### config.mk
export PLATFORM = sky130hd
export DESIGN_NAME = tile_bank_prog_ctrl
export DESIGN_NICKNAME = d
export VERILOG_FILES = /design/src/rtl/tile_prog_pkg.sv /design/src/rtl/prog_chain_pipe.sv /design/src/rtl/tile_bank_prog_ctrl.sv
export SDC_FILE = /design/constraint.sdc
export NUM_CORES = 1
export LEC_CHECK = 0
export CAP_MARGIN = 20
export CORE_AREA = 2 2 388 390
export DETAILED_ROUTE_END_ITERATION = 12
export DIE_AREA = 0 0 390 392
export GPL_ROUTABILITY_DRIVEN = 0
export PLACE_DENSITY = 0.38
export RECOVER_POWER = 25
export SLEW_MARGIN = 20
export SYNTH_ARGS = -nofsm -noshare
export SYNTH_HDL_FRONTEND = slang
export SYNTH_SLANG_ARGS = --single-unit
### constraint.sdc
create_clock -name prog_clk -period 2.89 [get_ports prog_clk]
set_input_delay 0.4335 -clock prog_clk [delete_from_list [all_inputs] [get_ports prog_clk]]
set_output_delay 0.4335 -clock prog_clk [all_outputs]
set_load 0.005 [all_outputs]
### src/rtl/tile_prog_pkg.sv
// Shared state encoding and elaboration-time helpers for the tile bank
// programming controller.
package tile_prog_pkg;

   typedef enum logic [2:0] {
      ST_IDLE,
      ST_LOAD,
      ST_SETUP,
      ST_PULSE,
      ST_HOLD
   } prog_state_t;

   function automatic int words_f(input int num_bl, input int data_w);
      return (num_bl + data_w - 1) / data_w;
   endfunction

   // Never returns less than 1 so a degenerate counter still gets a real bit.
   function automatic int clog2_f(input int n);
      int r;
      r = 1;
      while ((1 << r) < n) r++;
      return r;
   endfunction

endpackage

### src/rtl/prog_chain_pipe.sv
// Generic reset-to-zero register pipeline used for the inter-tile bl/wl
// chains; DEPTH=0 collapses to a plain wire.
module prog_chain_pipe #(
   parameter int WIDTH = 1,
   parameter int DEPTH = 1
) (
   input  logic             prog_clk,
   input  logic             prog_reset,
   input  logic [WIDTH-1:0] din,
   output logic [WIDTH-1:0] dout
);

   generate
      if (DEPTH == 0) begin : g_wire
         assign dout = din;
      end else begin : g_pipe
         logic [WIDTH-1:0] stage [DEPTH];

         always_ff @(posedge prog_clk) begin
            if (prog_reset) begin
               for (int i = 0; i < DEPTH; i++) stage[i] <= '0;
            end else begin
               stage[0] <= din;
               for (int i = 1; i < DEPTH; i++) stage[i] <= stage[i-1];
            end
         end

         assign dout = stage[DEPTH-1];
      end
   endgenerate

endmodule

### src/rtl/tile_bank_prog_ctrl.sv
// Per-tile memory-bank programming controller: assembles a bitline vector from
// a framed word stream, then fires a timed one-hot wordline pulse on one row.
//
//   state    | meaning
//   ---------+-----------------------------------------------------------
//   ST_IDLE  | ready for word 0; captures the target row
//   ST_LOAD  | collecting words 1..WORDS-1
//   ST_SETUP | one cycle of bl settling, wl low
//   ST_PULSE | wl[row] high, down-counter times PULSE_CYC cycles
//   ST_HOLD  | wl low, bl held, frame_done strobe
module tile_bank_prog_ctrl
   import tile_prog_pkg::*;
#(
   parameter int NUM_BL     = 160,
   parameter int NUM_WL     = 160,
   parameter int DATA_W     = 32,
   parameter int ROW_W      = 8,
   parameter int PULSE_CYC  = 2,
   parameter int BL_CHAIN_W = 315,
   parameter int WL_CHAIN_W = 4,
   parameter int CHAIN_PIPE = 1
) (
   input  logic                  prog_clk,
   input  logic                  prog_reset,
   input  logic                  cfg_valid,
   output logic                  cfg_ready,
   input  logic [DATA_W-1:0]     cfg_data,
   input  logic [ROW_W-1:0]      cfg_row,
   input  logic                  cfg_last,
   output logic [NUM_BL-1:0]     bl,
   output logic [NUM_WL-1:0]     wl,
   output logic                  busy,
   output logic                  frame_done,
   output logic                  err,
   input  logic                  err_clr,
   input  logic [BL_CHAIN_W-1:0] bl_in,
   output logic [BL_CHAIN_W-1:0] bl_out,
   input  logic [WL_CHAIN_W-1:0] wl_in,
   output logic [WL_CHAIN_W-1:0] wl_out
);

   localparam int WORDS = words_f(NUM_BL, DATA_W);
   localparam int CNT_W = clog2_f(WORDS);
   localparam int PC_W  = clog2_f(PULSE_CYC);

   localparam logic [CNT_W-1:0] LAST_IDX  = CNT_W'(WORDS - 1);
   localparam logic [PC_W-1:0]  PULSE_LD  = PC_W'(PULSE_CYC - 1);
   localparam logic [ROW_W:0]   ROW_LIMIT = (ROW_W + 1)'(NUM_WL);

   prog_state_t         state;
   logic [CNT_W-1:0]    cnt;
   logic [ROW_W-1:0]    row_q;
   logic [PC_W-1:0]     pulse_cnt;

   logic                xfer;
   logic [CNT_W-1:0]    wr_idx;
   logic                word_err;
   logic [ROW_W-1:0]    row_chk;
   logic                row_bad;
   logic [NUM_BL-1:0]   bl_nxt;

   assign cfg_ready = (state == ST_IDLE) || (state == ST_LOAD);
   assign busy      = (state != ST_IDLE);
   assign xfer      = cfg_valid && cfg_ready;
   assign wr_idx    = (state == ST_IDLE) ? '0 : cnt;

   // cfg_last must coincide exactly with the final word of the frame.
   assign word_err  = (wr_idx == LAST_IDX) ? !cfg_last : cfg_last;

   // With a single-word frame the row is still on the bus when SETUP is entered.
   assign row_chk   = (state == ST_IDLE) ? cfg_row : row_q;
   assign row_bad   = {1'b0, row_chk} >= ROW_LIMIT;

   // Bits of the last word that fall past NUM_BL are simply never stored.
   for (genvar w = 0; w < WORDS; w++) begin : g_word
      localparam int LO  = w * DATA_W;
      localparam int LEN = (NUM_BL - LO < DATA_W) ? (NUM_BL - LO) : DATA_W;
      localparam logic [CNT_W-1:0] IDX = CNT_W'(w);

      assign bl_nxt[LO +: LEN] = (wr_idx == IDX) ? cfg_data[LEN-1:0] : bl[LO +: LEN];
   end

   always_ff @(posedge prog_clk) begin
      if (prog_reset) begin
         state      <= ST_IDLE;
         cnt        <= '0;
         row_q      <= '0;
         pulse_cnt  <= '0;
         bl         <= '0;
         wl         <= '0;
         frame_done <= 1'b0;
         err        <= 1'b0;
      end else begin
         frame_done <= 1'b0;
         if (err_clr) err <= 1'b0;
         if (xfer) bl <= bl_nxt;

         case (state)
            ST_IDLE: begin
               if (xfer) begin
                  row_q <= cfg_row;
                  cnt   <= CNT_W'(1);
                  if (word_err) begin
                     err   <= 1'b1;
                     cnt   <= '0;
                  end else if (cfg_last) begin
                     cnt <= '0;
                     if (row_bad) err   <= 1'b1;
                     else         state <= ST_SETUP;
                  end else begin
                     state <= ST_LOAD;
                  end
               end
            end

            ST_LOAD: begin
               if (xfer) begin
                  if (word_err) begin
                     err   <= 1'b1;
                     cnt   <= '0;
                     state <= ST_IDLE;
                  end else if (cfg_last) begin
                     cnt <= '0;
                     if (row_bad) begin
                        err   <= 1'b1;
                        state <= ST_IDLE;
                     end else begin
                        state <= ST_SETUP;
                     end
                  end else begin
                     cnt <= cnt + CNT_W'(1);
                  end
               end
            end

            ST_SETUP: begin
               wl        <= NUM_WL'(1) << row_q;
               pulse_cnt <= PULSE_LD;
               state     <= ST_PULSE;
            end

            ST_PULSE: begin
               if (pulse_cnt == '0) begin
                  wl         <= '0;
                  frame_done <= 1'b1;
                  state      <= ST_HOLD;
               end else begin
                  pulse_cnt <= pulse_cnt - PC_W'(1);
               end
            end

            ST_HOLD: begin
               state <= ST_IDLE;
            end

            default: begin
               wl    <= '0;
               state <= ST_IDLE;
            end
         endcase
      end
   end

   prog_chain_pipe #(
      .WIDTH (BL_CHAIN_W),
      .DEPTH (CHAIN_PIPE)
   ) u_bl_chain (
      .prog_clk   (prog_clk),
      .prog_reset (prog_reset),
      .din        (bl_in),
      .dout       (bl_out)
   );

   prog_chain_pipe #(
      .WIDTH (WL_CHAIN_W),
      .DEPTH (CHAIN_PIPE)
   ) u_wl_chain (
      .prog_clk   (prog_clk),
      .prog_reset (prog_reset),
      .din        (wl_in),
      .dout       (wl_out)
   );

endmodule

==> results of run 1 <==
-- per-layer routing --
metal	track usage	up-vias	routed length, um
met5	0	-	417
met4	0.03959	68	2591
met3	0.08892	202	16410
met2	0.2740	811	61810
met1	0.1676	8798	45530
li1	-	8879	-
-- cell type report --
cell class / count / area share
diodes: 3 / 0.0002104
well taps: 1944 / 0.06816
clock inverters: 24 / 0.008380
inverters: 6 / 0.0006311
flip-flops and latches: 656 / 0.3680
repair buffers: 1071 / 0.2981
multi-input cells: 1277 / 0.1899
clock buffers: 121 / 0.06669
-- synth_stat cells, types with 2 or more instances --
cell type / count
dfxtp_1: 656
nand2_1: 343
nor2b_1: 321
nor2_1: 184
a21oi_1: 173
a22oi_1: 160
clkbuf_1: 120
buf_2: 35
nor3_1: 28
nor4_1: 15
inv_1: 6
nand2b_1: 6
o21ai_0: 5
a211oi_1: 3
and4_1: 3
nand3_1: 3
nand4_1: 3
nor3b_1: 3
a221oi_1: 2
and2_1: 2
buf_4: 2
ha_1: 2
nand4b_1: 2
nor3_4: 2
nor4_4: 2
-- metrics by stage --
step | cells | utilization | cell area (um2) | hold slack, ns | power, uW
2_1_floorplan | 2096 | - | 20530 | 0.4355 | 10130
3_3_place_gp | 4954 | 0.2222 | 33090 | 0.4411 | 11720
6_report | 5102 | 0.2397 | 35690 | 0.2769 | 21750
5_1_grt | 5099 | 0.2396 | 35680 | 0.2366 | 22690
4_1_cts | 5099 | 0.2402 | 35770 | 0.07312 | 22270
3_5_place_dp | 4954 | 0.2222 | 33090 | 0.4459 | 11710
-- cells by family after synthesis --
family          synth area share
simple gates              0.2203
buf+inv                  0.03230
fa+ha+maj               0.001219
flops                     0.6398
compound gates            0.1064
-- worst min path at each step --
| stage | end | startpoint | slack (ns) | depth (start not counted) |
|---|---|---|---|---|
| 2_1_floorplan | frame_done$_SDFF_PP0_ | pulse_cnt$_SDFFE_PP0P_ | 0.44 | 1 |
| 3_3_place_gp | bl[69]$_SDFFE_PP0P_ | bl[69]$_SDFFE_PP0P_ | 0.44 | 2 |
| 3_5_place_dp | bl[125]$_SDFFE_PP0P_ | bl[125]$_SDFFE_PP0P_ | 0.45 | 2 |
| 4_1_cts | bl[149]$_SDFFE_PP0P_ | prog_reset | 0.07 | 2 |
| 5_1_grt | u_bl_chain.g_pipe.stage[0][290]$_SDFF_PP0_ | bl_in[290] | 0.24 | 2 |
| 6_report | u_bl_chain.g_pipe.stage[0][221]$_SDFF_PP0_ | bl_in[221] | 0.28 | 2 |
-- report_power, final --
part | internal, uW | switching (uW)
Sequential | 9330 | 110
Clock | 5850 | 4450
Combinational | 1080 | 917
Total | 16300 | 5480
-- state kept, by name, summed over array words and instances (netlist names) --
signal	count
bl	160
cnt	3
err	1
frame_done	1
pulse_cnt	1
row_q	8
state	3
u_bl_chain.g_pipe.stage	315
u_wl_chain.g_pipe.stage	4
wl	160
-- repair_timing --
item                                    4_1_cts  5_1_grt
resized for setup                             0        1
endpoints found under the setup margin        0        1
hold buffers                                  0        0
==> results.cfg, run 1 <==
[status]
status = finished with violations
violations = capacitance limit, slew limit

[final_layout]
mostFrequentLayoutCells = clkdlybuf4s50_1 (998), dfxtp_1 (655), nand2_1 (343)
fillCellCount = 16090
final_nets = 3461
register_area_um2 = 13130
final_common_cell = clkdlybuf4s50_1
drive_above_1_share = 0.06561
syn2layout_area_growth_pct = 73.85
multiInputGateArea_um2 = 6775

[worst_setup_path]
crit_fanout = 14
path_delay_family = buffers and inverters
critical_path_class = register to primary output
reg2reg_to = bl[148]$_SDFFE_PP0P_
worstPathArrival_ns = 2.27
path_buf_inv = 1
crit_start = state[1]$_SDFFE_PP0P_
worst_setup_path_start_kind = register
worstPathRequired_ns = 2.46
worstPathCellList = nor2_1, clkdlybuf4s50_1
critPathCapture = cfg_ready
end_kind = primary output
r2r.worst_path.cells = 6
cpMaxStageDelayCell = clkdlybuf4s50_1
max_stage_delay_ns = 0.78
reg2reg_slack_ns = 0.66
r2r_start = state[2]$_SDFFE_PP0P_
path_depth = 2

[placed_design]
dpl_worst_slack_ns = 0.4735
hpwl_mm = 100.0
io_buffers = 1006

[timing]
maxSlewViolCount = 204
max_slew_margin = -0.2979
worst_slack_ns = 0.1869
worstMarginPinSlew_ns = 1.947
rsz0062_at_grt = no
hold_viol_final = 0
max_freq_ghz = 0.3700
clock_skew_ns = 0.04980
setup_tns_ns = 0
finalCritPeriodShare = 0.9353
finalSetupViolCount = 0
fin_crit_ns = 2.703

[floorplan]
start_util = 0.1379
fp.coreArea_um2 = 148900
dieArea_um2 = 152900
die_y_um = 392
rows = 142
pin_count = 1007
die_w_um = 390

[routing]
final_antenna_net_count = 0
drc = 0
first_iter_violations = 839
drt-vias-per-instance = 3.677
firstDrtPassIters = 5
wirelength_mm = 126.8
dr_total_vias = 18760
routedWlPerCell_um = 24.85

[logic_synthesis]
synth_warnings = 0
ys.flop_type = dfxtp_1
syn_avg_cell_area_um2 = 9.794
synthArstFlopShare = 0
yosysTopAreaCellShare = 0.6398
yosysTopAreaCell = dfxtp_1
ys_types = 40
synth-edff-count = 0
yosys-top-cells-area = dfxtp_1 (64%), nor2b_1 (9.8%), nand2_1 (6.3%), a22oi_1 (5.9%), a21oi_1 (4.2%)
synthCells = 2096
ys_seq_area_frac = 0.6398
syn-num-nets = 2462
syn_area_um2 = 20530
synth-seq-cells = 656

[clock_tree]
clock-root-buffer = clkbuf_16
cts_buffer_depth = 3
h-tree-depth = 3
clkTransAtPathRegs_ns = 0.06
clkLatencyLatePin_ns = 0.71
post_cts_buffers = 0
cts.sinks = 656
numCtsBuffers = 83
cts_tree = yes

[global_routing]
grt_antenna_before_repair = 59
grt_pass1_vias = 18470
grt_usage = 0.1593
grt_max_degree = 108
grt-ovfl-total = 0
grt_pass1_wl_mm = 166.7

[flow_run]
max_cap_violations = 3

[hold_path]
hold_class = input pin to register

[power]
pwr_density_cell_nw_per_um2 = 609.5
leakage_uw = 0.01251
ir_worst_vdd_v = 0.0004364
(Power assumes the default switching activity.)
==> inputs of run 2 (changes only) <==
==> constraint.sdc (replaced) <==
create_clock -name prog_clk -period 2.89 [get_ports prog_clk]
set_input_delay 0.4335 -clock prog_clk [delete_from_list [all_inputs] [get_ports prog_clk]]
set_output_delay 0.4335 -clock prog_clk [all_outputs]
set_load 0.05 [all_outputs]
==> results.cfg, run 2 (synthesis gave the netlist of run 1 again) <==
[status]
status = finished with violations
violations = capacitance limit, slew limit

[global_routing]
grt-ovfl-total = 0
grt_pass1_wl_mm = 166.6
grt_use_met3 = 0.08516
grt_max_degree = 93
grt_use_met1 = 0.1697
grt_usage = 0.1596
grt_pass1_vias = 18680
grt_antenna_before_repair = 59
grt.busiest_layer = met2
global_route.usage.met2 = 0.2670

[timing]
max_slew_margin = -0.5285
max_freq_ghz = 0.3716
rsz0062_at_grt = no
finalSetupViolCount = 0
finalCritPeriodShare = 0.9313
clock_skew_ns = 0.06430
worstMarginPinSlew_ns = 2.293
setup_tns_ns = 0
hold_viol_final = 0
maxSlewViolCount = 61
fin_crit_ns = 2.691

[worst_setup_path]
cpMaxStageDelayCell = clkdlybuf4s50_1
worstPathArrival_ns = 2.26
end_kind = primary output
path_buf_inv = 3
worstPathRequired_ns = 2.46
max_stage_delay_ns = 0.91
path_delay_family = buffers and inverters
crit_fanout = 6
worst_setup_path_start_kind = register
critical_path_class = register to primary output
worstPathCellList = nor3_1, buf_4, inv_1, clkdlybuf4s50_1

[flow_run]
max_cap_violations = 1

[routing]
dr_total_vias = 18910
drc = 0
routedWlPerCell_um = 24.77
wirelength_mm = 126.9
first_iter_violations = 1023
drt-vias-per-instance = 3.691
final_antenna_net_count = 0
firstDrtPassIters = 4

[clock_tree]
cts_buffer_depth = 3
clock-root-buffer = clkbuf_16
h-tree-depth = 3
cts_tree = yes
postCtsHoldBufs = 0
clkTransAtPathRegs_ns = 0.06
post_cts_buffers = 0
clkLatencyLatePin_ns = 0.72
cts.sinks = 656
ctsResizeCount = 0
numCtsBuffers = 83

[final_layout]
syn2layout_area_growth_pct = 74.93
drive_above_1_share = 0.06969
final_area_um2 = 35910
largest_register = u_bl_chain.g_pipe.stage
final_common_cell = clkdlybuf4s50_1
mostFrequentLayoutCells = clkdlybuf4s50_1 (999), dfxtp_1 (656), nand2_1 (343)
largest_reg_flops = 315
top_regs = u_bl_chain.g_pipe.stage: 315 flops, bl: 160 flops, wl: 160 flops
final_nets = 3471

[power]
internal-power_uw = 16590
p_seq_frac = 0.409
swShare = 0.2810
leakage_uw = 0.01262
power.switching_uw = 6483
pwr-share-clk = 0.463
p_comb_frac = 0.128
pwr_density_cell_nw_per_um2 = 642.6
ir_worst_vdd_v = 0.0003917

[floorplan]
die_y_um = 392
start_util = 0.1379
pin_count = 1007
dieArea_um2 = 152900
rows = 142
fp.coreArea_um2 = 148900
die_w_um = 390

[placed_design]
hpwl_mm = 100.6
place_area_um2 = 33150
io_buffers = 1006

[hold_path]
hold_class = input pin to register
run 2: final timing paths:
| kind | from | endpoint | slack [ns] | depth (start not counted) |
|---|---|---|---|---|
| worst max register to register | row_q[3]$_SDFFE_PP0P_ | wl[89]$_SDFFE_PP0P_ | 0.79 | 4 |
| worst max-delay path | state[2]$_SDFFE_PP0P_ | busy | 0.20 | 4 |
| worst min register to register | bl[50]$_SDFFE_PP0P_ | bl[50]$_SDFFE_PP0P_ | 0.45 | 2 |
| worst min-delay path | bl_in[299] | u_bl_chain.g_pipe.stage[0][299]$_SDFF_PP0_ | 0.26 | 2 |
run 2: worst register-to-register path, delay by kind of cell, from the launching register on:
family / cells / cell delay (ns)
compound gates: 1 / 0.13
flops: 1 / 0.63
simple gates: 3 / 1.26
run 2: stage by stage:
stage | std cells | hold WS, ns | util | total power (uW) | setup WS (ns)
floorplan | 2096 | 0.4355 | - | 11070 | 0.5534
global placement | 4964 | 0.4419 | 0.2226 | 12650 | 0.4765
detailed placement | 4964 | 0.4473 | 0.2226 | 12650 | 0.4436
CTS | 5115 | 0.1641 | 0.2414 | 23600 | 0.1048
global route | 5118 | 0.2313 | 0.2411 | 23960 | 0.09137
finish | 5123 | 0.2607 | 0.2412 | 23070 | 0.1986
run 2: per-layer routing:
layer / vias up / part of all wire
met5: - / 0.0034
met1: 8884 / 0.37
li1: 8915 / -
met4: 68 / 0.032
met3: 224 / 0.12
met2: 820 / 0.48
run 2: layout make-up:
class	instances	area [um2]
fill	16040	113000
sequential	656	13130
timing repair buffer	1081	10730
multi-input combinational	1277	6775
tap	1944	2432
clock buffer	124	2391
clock inverter	27	407.9
inverter	6	22.52
antenna	8	20.02
run 2: power groups by stage:
stage               Clock, uW  Combinational [uW]  Sequential [uW]
floorplan                   0                 488            10600
global placement            0                3020             9630
detailed placement          0                3010             9630
CTS                     11100                3020             9440
global route            11400                3080             9460
finish                  10700                2950             9440
==> inputs of run 3 (changes only) <==
Settings changed: ABC_AREA set to 0.
==> results of run 3 <==
Same layout as run 2: the final DEF is identical, and so are final timing and power.
